`config.mk`:
```
export PLATFORM = sky130hd
export DESIGN_NAME = sudoku_solve_sequencer_flat
export DESIGN_NICKNAME = d
export VERILOG_FILES = /design/src/rtl/sudoku_solve_sequencer_if.sv /design/src/rtl/sudoku_solve_sequencer.sv /design/src/flat_wrapper.sv
export SDC_FILE = /design/constraint.sdc
export NUM_CORES = 1
export LEC_CHECK = 0
export BUFFER_PORTS_ARGS = -buffer_cell sky130_fd_sc_hd__buf_2
export CAP_MARGIN = 5
export CORE_MARGIN = 4
export CORE_UTILIZATION = 35
export CTS_CLUSTER_DIAMETER = 200
export DETAILED_ROUTE_END_ITERATION = 8
export PLACE_DENSITY = 0.53
export SLEW_MARGIN = 20
export SYNTH_ARGS = -nofsm -noshare
export SYNTH_HDL_FRONTEND = slang
export SYNTH_SLANG_ARGS = --single-unit
```
`constraint.sdc`:
```
create_clock -name wb_clk_i -period 5.91 [get_ports wb_clk_i]
set_input_delay 1.773 -clock wb_clk_i [delete_from_list [all_inputs] [get_ports wb_clk_i]]
set_output_delay 1.773 -clock wb_clk_i [all_outputs]
set_load 0.01 [all_outputs]
```
`src/rtl/sudoku_solve_sequencer_if.sv`:
```
// sudoku_solve_sequencer_if: evaluate-request handshake between the sequencer
// and the constraint-propagation datapath.
interface sudoku_solve_sequencer_if;
   logic       unit_req;
   logic [4:0] unit_sel;
   logic       unit_ack;
   logic       unit_changed;
   logic       unit_solved;
   logic       unit_error;
   modport master (output unit_req, unit_sel, input unit_ack, unit_changed, unit_solved, unit_error);
   modport slave  (input unit_req, unit_sel, output unit_ack, unit_changed, unit_solved, unit_error);
endinterface

```
`src/rtl/sudoku_solve_sequencer.sv`:
```
// sudoku_solve_sequencer: sweeps row/column/box units in passes until the board
// is solved, propagation stalls, a contradiction appears, an abort or the pass limit.
module sudoku_solve_sequencer #(
   parameter int NUM_UNITS  = 27,
   parameter int MAX_PASSES = 16,
   parameter int PASS_W     = 5
) (
   input  logic                     wb_clk_i,
   input  logic                     wb_rst_i,
   input  logic                     start,
   input  logic                     abort,
   sudoku_solve_sequencer_if.master unit,
   output logic                     busy,
   output logic                     done,
   output logic [2:0]               status,
   output logic [PASS_W-1:0]        pass_count,
   output logic                     irq
);
   typedef enum logic [1:0] {IDLE, WAIT, NEXT, DONE} state_t;
   localparam logic [2:0] ST_SOLVED = 3'd1, ST_STALLED = 3'd2, ST_ERROR = 3'd3,
                          ST_LIMIT = 3'd4, ST_ABORTED = 3'd5;
   state_t            state, state_n;
   logic [4:0]        sel, sel_n;
   logic [PASS_W-1:0] pass_n, pass_inc;
   logic              any_changed, any_changed_n, all_solved, all_solved_n;
   logic              err, err_n, abort_pend, abort_pend_n;
   logic              done_n, req;
   logic [2:0]        status_n;
   assign pass_inc      = pass_count + 1'b1;
   assign unit.unit_req = req;
   assign unit.unit_sel = sel;
   always_comb begin
      state_n       = state;
      sel_n         = sel;
      pass_n        = pass_count;
      any_changed_n = any_changed;
      all_solved_n  = all_solved;
      err_n         = err;
      abort_pend_n  = abort_pend | (abort && state != IDLE);
      done_n        = done;
      status_n      = status;
      case (state)
         IDLE: if (start) begin
            state_n       = WAIT;
            sel_n         = '0;
            pass_n        = '0;
            done_n        = 1'b0;
            status_n      = '0;
            any_changed_n = 1'b0;
            all_solved_n  = 1'b1;
            err_n         = 1'b0;
            abort_pend_n  = 1'b0;
         end
         WAIT: if (unit.unit_ack) begin
            state_n       = NEXT;
            any_changed_n = any_changed | unit.unit_changed;
            all_solved_n  = all_solved & unit.unit_solved;
            err_n         = err | unit.unit_error;
         end
         NEXT: begin
            // abort landing in this very cycle still counts, hence the raw input too
            if (err) begin
               state_n  = DONE;
               status_n = ST_ERROR;
            end else if (abort_pend || abort) begin
               state_n  = DONE;
               status_n = ST_ABORTED;
            end else if (sel < 5'(NUM_UNITS - 1)) begin
               state_n = WAIT;
               sel_n   = sel + 5'd1;
            end else begin
               pass_n = pass_inc;
               if (all_solved) begin
                  state_n  = DONE;
                  status_n = ST_SOLVED;
               end else if (!any_changed) begin
                  state_n  = DONE;
                  status_n = ST_STALLED;
               end else if (pass_inc == PASS_W'(MAX_PASSES)) begin
                  state_n  = DONE;
                  status_n = ST_LIMIT;
               end else begin
                  state_n       = WAIT;
                  sel_n         = '0;
                  any_changed_n = 1'b0;
                  all_solved_n  = 1'b1;
               end
            end
         end
         DONE: state_n = IDLE;
      endcase
      if (state_n == DONE) done_n = 1'b1;
   end
   always_ff @(posedge wb_clk_i or posedge wb_rst_i) begin
      if (wb_rst_i) begin
         state       <= IDLE;
         sel         <= '0;
         pass_count  <= '0;
         any_changed <= 1'b0;
         all_solved  <= 1'b0;
         err         <= 1'b0;
         abort_pend  <= 1'b0;
         done        <= 1'b0;
         status      <= '0;
         req         <= 1'b0;
         busy        <= 1'b0;
         irq         <= 1'b0;
      end else begin
         state       <= state_n;
         sel         <= sel_n;
         pass_count  <= pass_n;
         any_changed <= any_changed_n;
         all_solved  <= all_solved_n;
         err         <= err_n;
         abort_pend  <= abort_pend_n;
         done        <= done_n;
         status      <= status_n;
         req         <= state_n == WAIT;
         busy        <= state_n == WAIT || state_n == NEXT;
         irq         <= state_n == DONE;
      end
   end
endmodule

```
`src/flat_wrapper.sv`:
```
// flat-port wrapper written by rule: the top's interface ports become plain ports
module sudoku_solve_sequencer_flat 
#(
   parameter int NUM_UNITS  = 27,
   parameter int MAX_PASSES = 16,
   parameter int PASS_W     = 5
)
  (wb_clk_i, wb_rst_i, start, abort, busy, done, status, pass_count, irq, unit_unit_req, unit_unit_sel, unit_unit_ack, unit_unit_changed, unit_unit_solved, unit_unit_error);
  sudoku_solve_sequencer_if unit_i ();
  input  logic wb_clk_i;
  input  logic wb_rst_i;
  input  logic start;
  input  logic abort;
  output logic busy;
  output logic done;
  output logic [2:0] status;
  output logic [PASS_W-1:0] pass_count;
  output logic irq;
  output wire logic [$bits(unit_i.unit_req)-1:0] unit_unit_req;
  output wire logic [$bits(unit_i.unit_sel)-1:0] unit_unit_sel;
  input wire logic [$bits(unit_i.unit_ack)-1:0] unit_unit_ack;
  input wire logic [$bits(unit_i.unit_changed)-1:0] unit_unit_changed;
  input wire logic [$bits(unit_i.unit_solved)-1:0] unit_unit_solved;
  input wire logic [$bits(unit_i.unit_error)-1:0] unit_unit_error;
  assign unit_unit_req = unit_i.unit_req;
  assign unit_unit_sel = unit_i.unit_sel;
  assign unit_i.unit_ack = unit_unit_ack;
  assign unit_i.unit_changed = unit_unit_changed;
  assign unit_i.unit_solved = unit_unit_solved;
  assign unit_i.unit_error = unit_unit_error;
  sudoku_solve_sequencer #(.NUM_UNITS(NUM_UNITS), .MAX_PASSES(MAX_PASSES), .PASS_W(PASS_W)) u_core (.wb_clk_i(wb_clk_i), .wb_rst_i(wb_rst_i), .start(start), .abort(abort), .unit(unit_i), .busy(busy), .done(done), .status(status), .pass_count(pass_count), .irq(irq));
endmodule
```
==> results.json <==
{
  "dp_cells": 208,
  "fin_area_um2": 1510,
  "wirelength_um": 2880,
  "synthTopCellsByArea": "dfrtp_1 (44%), ha_1 (7.6%), o21ai_0 (4.2%), nand2_1 (4.0%), a21oi_1 (3.4%)",
  "rsz0062_at_grt": "no",
  "cp_cell_sequence": "buf_2 -> o31a_1 -> nor2_4 -> nand2_4 -> or4_1 -> nand3_1",
  "ant_nets": 0,
  "clock_path_buffers": 2,
  "htree_num_levels": 1,
  "dpl_cell_area_um2": 1470,
  "clk_pin_slew_worst_paths_ns": 0.08,
  "cap_violations": 0,
  "multi_input_area_um2": 673,
  "hold_slack_ns": 0.486,
  "fill_cells": 364,
  "synth_top_area_cell": "dfrtp_1",
  "fp.dieArea_um2": 4820,
  "ys_top_cells_by_count": "dfrtp_1 (23), nand2_1 (14), o21ai_0 (11)",
  "netlist_area_um2": 1320,
  "critPathArrivalTime_ns": 3.15,
  "hold_buffers": 0,
  "track_usage": 0.125,
  "min_period_over_period": 0.499,
  "seq_area_frac_synth": 0.436,
  "cts_sinks": 23,
  "drc": 0,
  "diodes": 0,
  "status": "complete, no violations",
  "timing.setup.tns_ns": 0,
  "ir_drop_mv": 0.184,
  "area_delta_synth_final_pct": 14.5,
  "synth_edf_count": 0,
  "setup_violations": 0,
  "grt_pass1_vias": 1078,
  "max_slew_margin": 0.415,
  "synth_top_area_frac": 0.436,
  "crit_type": "input port to flop",
  "drive_gt1_frac": 0.226,
  "required_ns": 6.11,
  "nets": 181,
  "die-width_um": 69.4,
  "num_io_pins": 25,
  "power_density_nw_per_um2": 441,
  "clock.fmax_mhz": 339,
  "seqCellArea_um2": 576,
  "synth_flop_cell": "dfrtp_1",
  "drt-pass1-iter-count": 4,
  "synthCells": 139,
  "port_buffers": 24,
  "antenna_found_initial": 0,
  "path_delay_family": "simple AND/OR/NAND/NOR gates",
  "period_needed_ns": 2.95,
  "die_h_um": 69.4,
  "grt_max_degree": 24,
  "crit_fanout": 9,
  "worstMarginPinSlew_ns": 0.876,
  "synthArstFlopShare": 1.00,
  "place_congestion": 0.775,
  "vias": 1133,
  "grt_pass1_wl_um": 5030,
  "syn_area_per_cell_um2": 9.51,
  "post_cts_buffers": 0,
  "drv_slew": 0,
  "wl_per_cell_um": 13.6,
  "vias_per_cell": 5.34,
  "clock_skew_ns": 0.00390,
  "timing.final.hold_violations": 0,
  "yosys.cell_count.top_type": "dfrtp_1",
  "post_synth_num_cell_types": 40,
  "crit_buf_inv": 1,
  "hold_path.class": "flop to flop",
  "overflow": 0,
  "ctsResizeCount": 0,
  "fin_cells": 212,
  "cts_buffers": 3,
  "core_area_um2": 3660,
  "clock_latency_ns": 0.27,
  "p_leak_uw": 0.000745,
  "cts_tree": "built",
  "root_buffer": "clkbuf_8",
  "yosysWarningCount": 0,
  "fp-row-count": 22,
  "worstSetupStartpointType": "input port",
  "cp-end-kind": "flop",
  "initial_core_util": 0.361,
  "ys_ff_latch": 23,
  "syn-num-nets": 155,
  "hpwl_um": 2180,
  "cp_slowest_cell": "or4_1",
  "initialDrtViolationCount": 40,
  "critical-path-max-stage-delay_ns": 0.48
}
-- routing by layer --
layer,part of all wire,up-vias,track usage
li1,-,562,-
met1,0.49,537,0.174
met2,0.45,30,0.191
met3,0.045,4,0.0246
met4,0.011,0,0.0456
met5,0,-,0
-- state kept, by name (all words and copies together) (netlist names) --
| register | cells |
|---|---|
| u_core.busy | 1 |
| u_core.done | 1 |
| u_core.err | 1 |
| u_core.any_changed | 1 |
| u_core.abort_pend | 1 |
| u_core.all_solved | 1 |
| u_core.irq | 1 |
| u_core.unit.unit_req | 1 |
| u_core.state | 2 |
| u_core.unit.unit_sel | 5 |
| u_core.status | 3 |
| u_core.pass_count | 5 |
-- layout make-up --
type | instances | share of cell area
sequential | 23 | 0.380
clock buffer | 3 | 0.0273
multi-input combinational | 103 | 0.445
clock inverter | 1 | 0.00331
inverter | 10 | 0.0248
timing repair buffer | 24 | 0.0794
tap | 48 | 0.0397
-- worst reg2reg max path, stage by stage (launching register included) --
cell and delay, ns:
dfrtp_1 0.41, inv_1 0.09, ha_1 0.43, inv_1 0.28
nor3_1 0.09, a21oi_1 0.34, a31oi_1 0.18, a31o_2 0.25
ha_1 0.22, a21o_1 0.16
-- logic make-up (layout without fill, tap and decap cells) --
logic type               after synthesis  in the layout  synth area share
buffers and inverters                 13             38            0.0549
multiplexers                           2              2            0.0189
flip-flops                            23             23             0.436
AO/OA/AOI/OAI                         43             43             0.207
AND/OR/NAND/NOR                       50             50             0.207
adder cells (fa/ha/maj)                8              8            0.0758
-- cells in the final DEF (no fill, tap or decap), types with 6 or more instances in the layout --
master	n
a21oi_1	9
o21ai_0	11
nor3_1	6
buf_2	24
inv_1	10
ha_1	8
dfrtp_1	23
a31oi_1	6
nand3_1	8
nand2_1	14
-- power by group --
part / leakage, uW / switching, uW / internal, uW
clock network: 0.0000255 / 51.7 / 47.1
logic: 0.000419 / 182 / 122
registers: 0.000301 / 53.4 / 211
-- path summary, 6_finish.rpt --
check | from | end | slack, ns | depth (start not counted)
worst max-delay path | abort | u_core.pass_count[4]$_DFFE_PP0P_ | 2.96 | 6
max in group asynchronous | wb_rst_i | u_core.any_changed$_DFFE_PP0P_ | 3.69 | 2
worst min register to register | u_core.done$_DFFE_PP0P_ | u_core.done$_DFFE_PP0P_ | 0.49 | 1
worst max register to register | u_core.state[0]$_DFF_PP0_ | u_core.done$_DFFE_PP0P_ | 3.37 | 9
worst min-delay path | u_core.done$_DFFE_PP0P_ | u_core.done$_DFFE_PP0P_ | 0.49 | 1
min in group asynchronous | wb_rst_i | u_core.unit.unit_sel[0]$_DFFE_PP0P_ | 1.68 | 2
-- metrics by stage --
step	utilization	power, uW	setup slack, ns
finish	0.413	667	2.96
global route	0.413	734	2.80
CTS	0.413	676	2.97
detailed placement	0.401	574	2.68
global placement	0.401	566	2.70
floorplan	-	488	2.93
No activity file was read; power rests on OpenSTA's default activity.
